==> config.mk <==
export PLATFORM = sky130hd
export DESIGN_NAME = a2d_arbiter_flat
export DESIGN_NICKNAME = d
export VERILOG_FILES = /design/src/rtl/a2d_arbiter_if.sv /design/src/rtl/a2d_arbiter.sv /design/src/flat_wrapper.sv
export SDC_FILE = /design/constraint.sdc
export NUM_CORES = 1
export LEC_CHECK = 0
export ABC_AREA = 0
export CORE_AREA = 2 2 76 78
export DETAILED_ROUTE_END_ITERATION = 6
export DIE_AREA = 0 0 78 80
export MAX_ROUTING_LAYER = met4
export PLACE_DENSITY = 0.68
export SYNTH_ARGS = -nofsm -noshare
export SYNTH_HDL_FRONTEND = slang
export SYNTH_SLANG_ARGS = --single-unit
==> constraint.sdc <==
create_clock -name clk -period 2.4 [get_ports clk]
set_clock_uncertainty 0.05 [all_clocks]
set_input_delay 0.48 -clock clk [delete_from_list [all_inputs] [get_ports clk]]
set_output_delay 0.48 -clock clk [all_outputs]
set_load 0.1 [all_outputs]
==> src/rtl/a2d_arbiter_if.sv <==
// Bundle of the two requester ports plus the shared A2D converter handshake.
// The arbiter takes the slave modport; the requesters/converter side takes master.
interface a2d_arbiter_if;
  logic        req0;
  logic [2:0]  chnnl0;
  logic        done0;
  logic [11:0] res0;
  logic        tout0;
  logic        req1;
  logic [2:0]  chnnl1;
  logic        done1;
  logic [11:0] res1;
  logic        tout1;
  logic        strt_cnv;
  logic [2:0]  chnnl;
  logic        cnv_cmplt;
  logic [11:0] A2D_res;
  logic        busy;

  modport slave (
    input  req0, chnnl0, req1, chnnl1, cnv_cmplt, A2D_res,
    output done0, res0, tout0, done1, res1, tout1, strt_cnv, chnnl, busy
  );

  modport master (
    output req0, chnnl0, req1, chnnl1, cnv_cmplt, A2D_res,
    input  done0, res0, tout0, done1, res1, tout1, strt_cnv, chnnl, busy
  );
endinterface

==> src/rtl/a2d_arbiter.sv <==
// Two-port arbiter for the shared 8-channel A2D converter with a conversion watchdog.
// Optional macro A2D_ARB_RR_EN selects round-robin tie-breaking; default is fixed priority to port 0.
module a2d_arbiter #(
  parameter int TIMEOUT = 512,
  parameter int TO_W    = 10
) (
  input  logic          clk,
  input  logic          rst_n,
  a2d_arbiter_if.slave  bus
);

  typedef enum logic {IDLE, WAIT} state_t;

  state_t          state;
  logic            pend0;
  logic            pend1;
  logic [2:0]      ch0;
  logic [2:0]      ch1;
  logic            owner;
  logic            grant_sel;
  logic            cmplt_q;
  logic            cmplt_rise;
  logic            wdog_exp;
  logic [TO_W-1:0] wdog;
`ifdef A2D_ARB_RR_EN
  logic            last_owner;
`endif

  // cnv_cmplt may still be high from the previous conversion, so only a fresh rise
  // outside the strt_cnv cycle counts as completion.
  assign cmplt_rise = bus.cnv_cmplt & ~cmplt_q & ~bus.strt_cnv;
  assign wdog_exp   = (wdog == TO_W'(TIMEOUT - 1));

  always_comb begin
    grant_sel = ~pend0;
`ifdef A2D_ARB_RR_EN
    if (pend0 && pend1)
      grant_sel = ~last_owner;
`endif
  end

  // Pending channel holding registers; a repeat request simply overwrites.
  always_ff @(posedge clk) begin
    if (bus.req0) ch0 <= bus.chnnl0;
    if (bus.req1) ch1 <= bus.chnnl1;
  end

  always_ff @(posedge clk) begin
    if (!rst_n) begin
      state        <= IDLE;
      pend0        <= 1'b0;
      pend1        <= 1'b0;
      owner        <= 1'b0;
      cmplt_q      <= 1'b0;
      wdog         <= '0;
      bus.strt_cnv <= 1'b0;
      bus.chnnl    <= 3'd0;
      bus.busy     <= 1'b0;
      bus.done0    <= 1'b0;
      bus.done1    <= 1'b0;
      bus.res0     <= 12'h000;
      bus.res1     <= 12'h000;
      bus.tout0    <= 1'b0;
      bus.tout1    <= 1'b0;
`ifdef A2D_ARB_RR_EN
      last_owner   <= 1'b1;
`endif
    end else begin
      bus.strt_cnv <= 1'b0;
      bus.done0    <= 1'b0;
      bus.done1    <= 1'b0;
      cmplt_q      <= bus.cnv_cmplt;
      if (bus.req0) pend0 <= 1'b1;
      if (bus.req1) pend1 <= 1'b1;

      case (state)
        IDLE: begin
          if (pend0 || pend1) begin
            owner        <= grant_sel;
`ifdef A2D_ARB_RR_EN
            last_owner   <= grant_sel;
`endif
            // A same-cycle request from the winner re-arms its pending flag.
            if (!grant_sel && !bus.req0) pend0 <= 1'b0;
            if (grant_sel && !bus.req1)  pend1 <= 1'b0;
            bus.chnnl    <= grant_sel ? ch1 : ch0;
            bus.strt_cnv <= 1'b1;
            bus.busy     <= 1'b1;
            wdog         <= '0;
            state        <= WAIT;
          end
        end

        WAIT: begin
          wdog <= wdog + TO_W'(1);
          if (cmplt_rise || wdog_exp) begin
            if (owner) begin
              bus.res1  <= cmplt_rise ? bus.A2D_res : 12'h000;
              bus.tout1 <= ~cmplt_rise;
              bus.done1 <= 1'b1;
            end else begin
              bus.res0  <= cmplt_rise ? bus.A2D_res : 12'h000;
              bus.tout0 <= ~cmplt_rise;
              bus.done0 <= 1'b1;
            end
            bus.busy <= 1'b0;
            state    <= IDLE;
          end
        end

        default: state <= IDLE;
      endcase
    end
  end

endmodule
==> src/flat_wrapper.sv <==
// flat-port wrapper written by rule: the top's interface ports become plain ports
module a2d_arbiter_flat 
#(
  parameter int TIMEOUT = 512,
  parameter int TO_W    = 10
)
  (clk, rst_n, bus_req0, bus_chnnl0, bus_req1, bus_chnnl1, bus_cnv_cmplt, bus_A2D_res, bus_done0, bus_res0, bus_tout0, bus_done1, bus_res1, bus_tout1, bus_strt_cnv, bus_chnnl, bus_busy);
  a2d_arbiter_if bus_i ();
  input  logic clk;
  input  logic rst_n;
  input wire logic [$bits(bus_i.req0)-1:0] bus_req0;
  input wire logic [$bits(bus_i.chnnl0)-1:0] bus_chnnl0;
  input wire logic [$bits(bus_i.req1)-1:0] bus_req1;
  input wire logic [$bits(bus_i.chnnl1)-1:0] bus_chnnl1;
  input wire logic [$bits(bus_i.cnv_cmplt)-1:0] bus_cnv_cmplt;
  input wire logic [$bits(bus_i.A2D_res)-1:0] bus_A2D_res;
  output wire logic [$bits(bus_i.done0)-1:0] bus_done0;
  output wire logic [$bits(bus_i.res0)-1:0] bus_res0;
  output wire logic [$bits(bus_i.tout0)-1:0] bus_tout0;
  output wire logic [$bits(bus_i.done1)-1:0] bus_done1;
  output wire logic [$bits(bus_i.res1)-1:0] bus_res1;
  output wire logic [$bits(bus_i.tout1)-1:0] bus_tout1;
  output wire logic [$bits(bus_i.strt_cnv)-1:0] bus_strt_cnv;
  output wire logic [$bits(bus_i.chnnl)-1:0] bus_chnnl;
  output wire logic [$bits(bus_i.busy)-1:0] bus_busy;
  assign bus_i.req0 = bus_req0;
  assign bus_i.chnnl0 = bus_chnnl0;
  assign bus_i.req1 = bus_req1;
  assign bus_i.chnnl1 = bus_chnnl1;
  assign bus_i.cnv_cmplt = bus_cnv_cmplt;
  assign bus_i.A2D_res = bus_A2D_res;
  assign bus_done0 = bus_i.done0;
  assign bus_res0 = bus_i.res0;
  assign bus_tout0 = bus_i.tout0;
  assign bus_done1 = bus_i.done1;
  assign bus_res1 = bus_i.res1;
  assign bus_tout1 = bus_i.tout1;
  assign bus_strt_cnv = bus_i.strt_cnv;
  assign bus_chnnl = bus_i.chnnl;
  assign bus_busy = bus_i.busy;
  a2d_arbiter #(.TIMEOUT(TIMEOUT), .TO_W(TO_W)) u_core (.clk(clk), .rst_n(rst_n), .bus(bus_i));
endmodule
==> results.sh, run 1 <==
export IMPL_layout_cells_non_filler=340
export IMPL_tightest_slew_ns=0.624
export IMPL_dp_hpwl_mm=3.02
export IMPL_hold_end="u_core.bus.res1[0]"
export IMPL_max_cap_viol_count=0
export IMPL_async_flop_share_pct=0
export IMPL_whs_path_depth=2
export IMPL_critPathRequiredTime_ns=2.58
export IMPL_syn_instance_count=210
export IMPL_grtUsageMet1_pct=18.1
export IMPL_drc=0
export IMPL_cts_hold_buf=0
export IMPL_multi_input_comb_area_um2=883
export IMPL_synth_net_count=234
export IMPL_cp_start_kind="register"
export IMPL_dieHeight_um=80
export IMPL_setup_tns_ns=0
export IMPL_ys_seq_area_share_pct=54.1
export IMPL_cpMaxStageDelayCell="dfxtp_1"
export IMPL_rows=27
export IMPL_ys_dominant_reg_cell="dfxtp_1"
export IMPL_path_class="register to register"
export IMPL_placed_cells=332
export IMPL_grt_util_met2_pct=22.2
export IMPL_cts_sinks=54
export IMPL_hold_start="u_core.bus.res1[0]"
export IMPL_fin_crit_ns=1.98
export IMPL_wl_per_cell_um=12.3
export IMPL_final_cell_mix="dfxtp_1, nand2_1, buf_4, mux2i_1, clkdlybuf4s50_1"
export IMPL_cts_buffers=5
export IMPL_use_met3_pct=2.83
export IMPL_grt_pass1_vias=1473
export IMPL_gp_congestion=0.820
export IMPL_post_cts_buffers=0
export IMPL_first_pass_iters=4
export IMPL_coreArea_um2=5410
export IMPL_status="completed"
export IMPL_grt_most_used_layer="met2"
export IMPL_final_common_cell="dfxtp_1"
export IMPL_rsz0062_at_grt="no"
export IMPL_cp_end_kind="register"
export IMPL_path_buf_inv=1
export IMPL_ys_ff_latch=54
export IMPL_rrSetupSlack_ns=0.42
export IMPL_regToRegStartpoint="u_core.wdog[0]"
export IMPL_final_hold_viol_count=0
export IMPL_yosysWarnings=0
export IMPL_synth_area_leaders="dfxtp_1, mux2i_1, edfxtp_1"
export IMPL_p_total_mw=1.74
export IMPL_netlist_area_um2=2110
export IMPL_seq_area_um2=1140
export IMPL_clock_root_buffer="clkbuf_8"
export IMPL_r2r_end="u_core.bus.res0[11]"
export IMPL_vdd_ir_drop_max_mv=0.402
export IMPL_drt_wl_total_mm=4.17
export IMPL_relSlewSlack_pct=58.3
export IMPL_ios=56
export IMPL_post_cts_resize_count=0
export IMPL_grt_pass1_wl_mm=6.80
export IMPL_leakage_nw=1.12
export IMPL_cp_cell_sequence="ha_1 -> nand4_2 -> o41ai_4 -> and2_1 -> buf_4 -> mux2i_1"
export IMPL_hold_path_class="register to register"
export IMPL_post_route_period_util_pct=82.6
export IMPL_cp_max_fo=12
export IMPL_die_x_um=78
export IMPL_ctsHtreeMaxLevel=2
export IMPL_portBuffers=55
export IMPL_cts_buffer_depth=2
export IMPL_final_antenna_net_count=0
export IMPL_start_util_pct=39.0
export IMPL_r2r_cells=6
export IMPL_syn_to_final_growth_pct=30.0
export IMPL_crit_family="simple AND/OR/NAND/NOR gates"
export IMPL_via_count=1615
export IMPL_grt_overflow_total=0
export IMPL_clkTransAtPathRegs_ns=0.09
export IMPL_synth_avg_cell_area_um2=10.0
export IMPL_cts_tree="built"
export IMPL_yosys_cell_types_count=34
export IMPL_place_area_um2=2650
export IMPL_num_fill_cells=515
export IMPL_max_freq_mhz=505
export IMPL_grt_max_degree=28
export IMPL_nets=291
export IMPL_worst_ep_arrival_time_ns=2.16
export IMPL_slew_viol_final=0
export IMPL_track_usage_pct=14.2
export IMPL_insertion_delay_ns=0.30
export IMPL_synth_top_area_share_pct=45.6
export IMPL_vias_per_cell=4.75
export IMPL_fp_dieArea_um2=6240
export IMPL_first_iter_violations=79
export IMPL_fin_area_um2=2740
export IMPL_synth_top_cell_by_area="dfxtp_1"
export IMPL_synth_edf_count=6
export IMPL_setup_viol=0
export IMPL_drive_above_1_share_pct=21.3
export IMPL_antenna_found_initial=0
export IMPL_cpPeakStageDelay_ns=0.40
export IMPL_n_antenna_cell=0
export IMPL_powerDensity_nw_per_um2=634
-- synth_stat cells, types with 3 or more instances --
cell       n
clkbuf_1   5
dfxtp_1   48
inv_1      5
a21oi_1   11
edfxtp_1   6
mux2i_1   28
and2_1     3
a211oi_1   5
nor2_1    19
or2_2      3
nand3_1    6
nand2_1   41
-- flip-flops by register name, indices dropped and copies added, names as in the netlist --
| register | cells |
|---|---|
| u_core.pend0 | 1 |
| u_core.ch0 | 3 |
| u_core.state | 1 |
| u_core.bus.done0 | 1 |
| u_core.bus.strt_cnv | 1 |
| u_core.wdog | 10 |
| u_core.owner | 1 |
| u_core.ch1 | 3 |
| u_core.bus.res0 | 12 |
| u_core.bus.done1 | 1 |
| u_core.bus.tout0 | 1 |
| u_core.bus.chnnl | 3 |
| u_core.bus.res1 | 12 |
| u_core.cmplt_q | 1 |
| u_core.pend1 | 1 |
| u_core.bus.busy | 1 |
| u_core.bus.tout1 | 1 |
-- layer usage --
metal / part of all wire (%) / wire length, um / up-vias
li1: - / - / 833
met1: 48 / 2010 / 746
met2: 47 / 1960 / 30
met3: 3.3 / 138 / 6
met4: 1.4 / 59 / 0
met5: 0 / 0 / -
-- where the power goes --
part / switching [mW] / total, mW / internal, mW
sequential: 0.0209 / 0.964 / 0.943
combinational: 0.172 / 0.260 / 0.0879
clock: 0.283 / 0.515 / 0.232
-- stage by stage --
stage                     setup slack [ns]  util (%)  hold WS, ns
after global placement               0.373      49.0        0.398
after CTS                            0.418      50.7        0.419
after global routing                 0.220      50.7        0.441
after floorplan                      0.335         -        0.406
final                                0.418      50.7        0.417
after detailed placement             0.301      49.0        0.400
-- worst reg2reg max path, stage by stage, from the launching register on --
cell     delay (ns)
dfxtp_1        0.40
ha_1           0.22
nand4_2        0.25
o41ai_4        0.36
and2_1         0.18
buf_4          0.23
mux2i_1        0.23
-- cells by family (layout without fill, tap and decap cells) --
group / count (synthesis) / after routing / synth area share (%)
simple gates: 85 / 85 / 18.6
flops: 54 / 54 / 54.1
mux: 30 / 30 / 14.4
compound gates: 24 / 24 / 8.01
buf+inv: 16 / 74 / 4.27
fa+ha+maj: 1 / 1 / 0.593
-- layout make-up --
type | instances | area share, %
clock inverters | 2 | 0.456
inverters | 5 | 0.685
flip-flops and latches | 54 | 41.6
repair buffers | 61 | 18.7
clock buffers | 6 | 3.01
multi-input cells | 140 | 32.2
well taps | 72 | 3.29
-- how the worst max path moves through the flow --
stage	startpoint	end	slack, ns	cells after the start
floorplan	u_core.bus.strt_cnv	u_core.bus.res0[10]	0.34	6
finish	u_core.wdog[0]	u_core.bus.res0[11]	0.42	6
detailed placement	bus_cnv_cmplt	u_core.bus.res0[11]	0.30	6
global route	u_core.wdog[0]	u_core.bus.res0[11]	0.22	6
global placement	bus_cnv_cmplt	u_core.bus.res0[5]	0.37	6
CTS	u_core.wdog[0]	u_core.bus.res0[11]	0.42	6
Note: power is estimated with default switching activity, not from simulation.
==> inputs of run 2 (changes only) <==
Clock period 2.4 ns to 2.1 ns, I/O delays scaled along.
==> run 2 against run 1 <==
Combinational power rose by 14%. First-iteration DRC count fell by 43%. Non-clock buffer count did not move. Total power rose by 25%. Clock power rose by 50%. Sequential cell count did not move. Sequential share of layout area fell by 0.75 points. Core utilization rose by 0.93 points. Count of clock-buffer cells in the layout did not move.
==> results.sh, run 2 (synthesis gave the netlist of run 1 again) <==
export IMPL_hold_path_class="register to register"
export IMPL_dieHeight_um=80
export IMPL_largestRegisters="u_core.bus.res0 x12, u_core.bus.res1 x12, u_core.wdog x10"
export IMPL_cp_end_kind="register"
export IMPL_max_cap_viol_count=0
export IMPL_coreArea_um2=5410
export IMPL_die_x_um=78
export IMPL_leakage_nw=1.14
export IMPL_final_common_cell="dfxtp_1"
export IMPL_grt_pass1_wl_mm=6.91
export IMPL_rrSetupSlack_ns=0.33
export IMPL_cp_max_fo=12
export IMPL_portBuffers=55
export IMPL_track_usage_pct=14.4
export IMPL_first_iter_violations=45
export IMPL_drive_above_1_share_pct=21.3
export IMPL_crit_end="u_core.bus.res0[2]"
export IMPL_n_antenna_cell=0
export IMPL_gp_congestion=0.825
export IMPL_placed_cells=332
export IMPL_post_route_period_util_pct=84.5
export IMPL_multi_input_comb_area_um2=883
export IMPL_cp_start_kind="register"
export IMPL_final_antenna_net_count=0
export IMPL_ctsHtreeMaxLevel=2
export IMPL_fin_area_um2=2790
export IMPL_cts_hold_buf=0
export IMPL_dp_hpwl_mm=3.04
export IMPL_tightest_slew_ns=0.599
export IMPL_nets=291
export IMPL_seq_area_um2=1140
export IMPL_syn_to_final_growth_pct=32.4
export IMPL_ios=56
export IMPL_setup_viol=0
export IMPL_cts_tree="built"
export IMPL_path_class="register to register"
export IMPL_insertion_delay_ns=0.30
export IMPL_cts_sinks=54
export IMPL_powerDensity_nw_per_um2=778
export IMPL_first_pass_iters=4
export IMPL_setup_tns_ns=0
export IMPL_num_fill_cells=519
export IMPL_r2r_end="u_core.bus.res0[2]"
export IMPL_cts_buffers=5
export IMPL_crit_start="u_core.wdog[0]"
export IMPL_cts_buffer_depth=2
export IMPL_rows=27
export IMPL_clkTransAtPathRegs_ns=0.09
export IMPL_wl_per_cell_um=12.4
export IMPL_slew_viol_final=0
export IMPL_worst_slack_ns=0.326
export IMPL_grt_pass1_vias=1449
export IMPL_post_cts_resize_count=0
export IMPL_start_util_pct=39.0
export IMPL_fp_dieArea_um2=6240
export IMPL_drt_wl_total_mm=4.23
export IMPL_place_area_um2=2660
export IMPL_regToRegStartpoint="u_core.wdog[0]"
export IMPL_p_total_mw=2.17
export IMPL_grt_overflow_total=0
export IMPL_status="completed"
export IMPL_critPathRequiredTime_ns=2.28
export IMPL_layout_cells_non_filler=340
export IMPL_clock_root_buffer="clkbuf_8"
export IMPL_vias_per_cell=4.85
export IMPL_antenna_found_initial=0
export IMPL_dpl_worst_slack_ns=0.115
export IMPL_grt_max_degree=28
export IMPL_post_cts_buffers=0
export IMPL_max_freq_mhz=564
export IMPL_rsz0062_at_grt="no"
export IMPL_final_cell_mix="dfxtp_1, nand2_1, buf_4, mux2i_1, clkdlybuf4s50_1"
export IMPL_relSlewSlack_pct=60.0
export IMPL_final_hold_viol_count=0
export IMPL_r2r_cells=6
export IMPL_via_count=1649
export IMPL_drc=0
export IMPL_vdd_ir_drop_max_mv=0.454
export IMPL_worst_ep_arrival_time_ns=1.96
export IMPL_fin_crit_ns=1.77
[run 2: area by class of cell]
| cell class | count | area share, % |
|---|---|---|
| Timing Repair Buffer | 61 | 18.8 |
| Inverter | 5 | 0.672 |
| Sequential cell | 54 | 40.9 |
| Clock buffer | 6 | 3.36 |
| Multi-Input combinational cell | 140 | 31.6 |
| Clock inverter | 2 | 1.39 |
| Tap cell | 72 | 3.23 |
[run 2: power by group]
part | total [mW] | leakage [nW] | switching, mW | internal (mW)
logic | 0.297 | 0.629 | 0.195 | 0.102
registers | 1.10 | 0.448 | 0.0261 | 1.08
clock network | 0.771 | 0.0665 | 0.341 | 0.430
total | 2.17 | 1.14 | 0.562 | 1.61
[run 2: worst max-delay path, cell delays in order (launching register included)]
cell and delay, ns:
dfxtp_1 0.39, ha_1 0.22, nand4_2 0.15, o41ai_4 0.32
and2_1 0.23, buf_12 0.16, mux2i_1 0.19
[run 2: how the worst min path moves through the flow]
| stage | from | end | slack (ns) | depth (start not counted) |
|---|---|---|---|---|
| floorplan | u_core.owner | u_core.bus.done0 | 0.41 | 1 |
| global placement | u_core.bus.res1[10] | u_core.bus.res1[10] | 0.40 | 2 |
| detailed placement | u_core.bus.res0[4] | u_core.bus.res0[4] | 0.40 | 2 |
| CTS | u_core.bus.res0[1] | u_core.bus.res0[1] | 0.42 | 2 |
| global route | u_core.bus.res0[9] | u_core.bus.res0[9] | 0.43 | 2 |
| finish | u_core.bus.res0[1] | u_core.bus.res0[1] | 0.41 | 2 |
[run 2: routing by layer]
| metal | wire [um] | GRT usage (%) | up-vias |
|---|---|---|---|
| li1 | - | - | 838 |
| met1 | 1970 | 18.4 | 773 |
| met2 | 2050 | 22.5 | 33 |
| met3 | 138 | 3.85 | 5 |
| met4 | 61 | 4.74 | 0 |
| met5 | 0 | - | - |
[run 2: stage by stage]
step | hold WS (ns) | utilization [%]
2_1_floorplan | 0.406 | -
3_3_place_gp | 0.396 | 49.2
3_5_place_dp | 0.396 | 49.2
4_1_cts | 0.415 | 51.6
5_1_grt | 0.428 | 51.6
6_report | 0.412 | 51.6
==> inputs of run 3 (changes only) <==
Settings changed: PLACE_DENSITY 0.68 to 0.7.
Clock period 2.1 ns to 1.6 ns, I/O delays scaled along.
==> run 3 against run 2 <==
Hold slack gained 0.039 ns. Non-clock buffer count grew 19. Final cell count grew 5.6%. Sequential cell count is the same. Die area is the same. Count of clock-buffer cells in the layout shrank 1. Final area grew 22%. Core utilization grew 11 points. Via count grew 5.0%. Critical path depth shrank 1. Critical path type unchanged.
==> results.sh, run 3 (synthesis gave the netlist of run 1 again) <==
export IMPL_cp_max_fo=6
export IMPL_r2r_end="u_core.bus.res0[11]"
export IMPL_cts_tree="built"
export IMPL_cts_sinks=54
export IMPL_max_cap_viol_count=0
export IMPL_coreArea_um2=5410
export IMPL_antenna_found_initial=0
export IMPL_whs_path_depth=2
export IMPL_start_util_pct=39.0
export IMPL_cp_end_kind="register"
export IMPL_via_count=1731
export IMPL_vias_per_cell=4.82
export IMPL_path_class="register to register"
export IMPL_clkTransAtPathRegs_ns=0.10
export IMPL_fin_util_pct=63.0
export IMPL_portBuffers=55
export IMPL_vdd_ir_drop_max_mv=0.718
export IMPL_crit_end="u_core.bus.res0[11]"
export IMPL_post_route_period_util_pct=98.8
export IMPL_ios=56
export IMPL_status="completed"
export IMPL_crit_start="u_core.wdog[8]"
export IMPL_setup_viol=0
export IMPL_max_freq_mhz=633
export IMPL_grt_max_degree=28
export IMPL_n_antenna_cell=0
export IMPL_setup_tns_ns=0
export IMPL_fin_crit_ns=1.58
export IMPL_first_iter_violations=29
export IMPL_regToRegStartpoint="u_core.wdog[8]"
export IMPL_fin_area_um2=3410
export IMPL_final_hold_viol_count=0
export IMPL_worst_ep_arrival_time_ns=1.77
export IMPL_cts_buffers=5
export IMPL_relSlewSlack_pct=61.2
export IMPL_rows=27
export IMPL_gp_congestion=0.801
export IMPL_ctsHtreeMaxLevel=2
export IMPL_wl_per_cell_um=13.2
export IMPL_cp_start_kind="register"
export IMPL_rrSetupSlack_ns=0.02
export IMPL_r2r_cells=5
export IMPL_fp_dieArea_um2=6240
export IMPL_rsz0062_at_grt="yes"
export IMPL_grt_pass1_wl_mm=7.98
export IMPL_critPathRequiredTime_ns=1.79
export IMPL_first_pass_iters=4
export IMPL_tightest_slew_ns=0.581
export IMPL_drt_wl_total_mm=4.72
export IMPL_track_usage_pct=16.8
export IMPL_slew_viol_final=0
export IMPL_hold_path_class="register to register"
export IMPL_final_common_cell="dfxtp_1"
export IMPL_insertion_delay_ns=0.31
export IMPL_die_x_um=78
export IMPL_final_antenna_net_count=0
export IMPL_powerDensity_nw_per_um2=796
export IMPL_dp_hpwl_mm=3.50
export IMPL_cts_buffer_depth=2
export IMPL_nets=310
export IMPL_grt_pass1_vias=1710
export IMPL_dieHeight_um=80
export IMPL_drc=0
export IMPL_syn_to_final_growth_pct=61.6
export IMPL_leakage_nw=1.35
export IMPL_place_area_um2=3220
export IMPL_final_cell_mix="dfxtp_1, nand2_1, buf_12, mux2i_1"
export IMPL_num_fill_cells=441
export IMPL_largestRegisters="u_core.bus.res0 x12, u_core.bus.res1 x12, u_core.wdog x10"
export IMPL_grt_overflow_total=0
export IMPL_drive_above_1_share_pct=30.0
export IMPL_clock_root_buffer="clkbuf_8"
export IMPL_cts_hold_buf=0
-- run 3: cell count changes in the layout (fill, tap and decap cells not counted), sizes merged --
cell and change:
clkinv +1, buf +19, clkbuf -1, bufinv -1, clkinvlp +1
-- run 3: layout make-up --
class                      instances  area [um^2]  area share, %
timing repair buffer              80         1110           32.7
tap                               72         90.1           2.64
inverter                           5         18.8          0.551
clock inverter                     3         21.3          0.624
clock buffer                       5         68.8           2.02
sequential                        54         1150           33.8
multi-input combinational        140          943           27.7
-- run 3: per-stage QoR --
| step | total power [mW] | setup slack (ns) | hold slack, ns | cells |
|---|---|---|---|---|
| global route | 2.82 | -0.0981 | 0.473 | 359 |
| finish | 2.71 | 0.0192 | 0.451 | 359 |
| global placement | 1.96 | -0.200 | 0.429 | 347 |
| detailed placement | 1.96 | -0.279 | 0.437 | 347 |
| floorplan | 1.75 | -0.0958 | 0.369 | 210 |
| CTS | 2.73 | -0.00151 | 0.451 | 359 |
-- run 3: how the worst min path moves through the flow --
stage	from	to
floorplan	bus_chnnl0[0]	u_core.ch0[0]
global placement	u_core.bus.res0[1]	u_core.bus.res0[1]
detailed placement	u_core.bus.res0[9]	u_core.bus.res0[9]
CTS	u_core.bus.res0[9]	u_core.bus.res0[9]
global route	u_core.bus.res0[6]	u_core.bus.res0[6]
finish	u_core.bus.res0[7]	u_core.bus.res0[7]
-- run 3: routing by layer --
metal	global-route usage [%]	part of all wire, %	up-vias
li1	-	-	877
met1	19.3	42	817
met2	29.1	54	33
met3	3.17	3.4	4
met4	6.84	1.1	0
met5	-	0	-
-- run 3: repair_timing --
item,in CTS,in global routing
gates resized for setup,6,3
pin swaps,5,0
setup buffers,3,0
gates cloned,1,0
setup endpoints to repair,12,27
-- run 3: report_power, final --
group          total [mW]  internal, mW  leakage [nW]  switching, mW
sequential           1.46          1.41         0.451         0.0405
clock               0.761         0.308        0.0441          0.453
combinational       0.496         0.220         0.858          0.276
-- run 3: worst max-delay path: stages (launching register included) --
cell and delay, ns:
dfxtp_1 0.36, inv_1 0.11, o41ai_4 0.42, and2_4 0.25, buf_12 0.13, mux2i_1 0.18
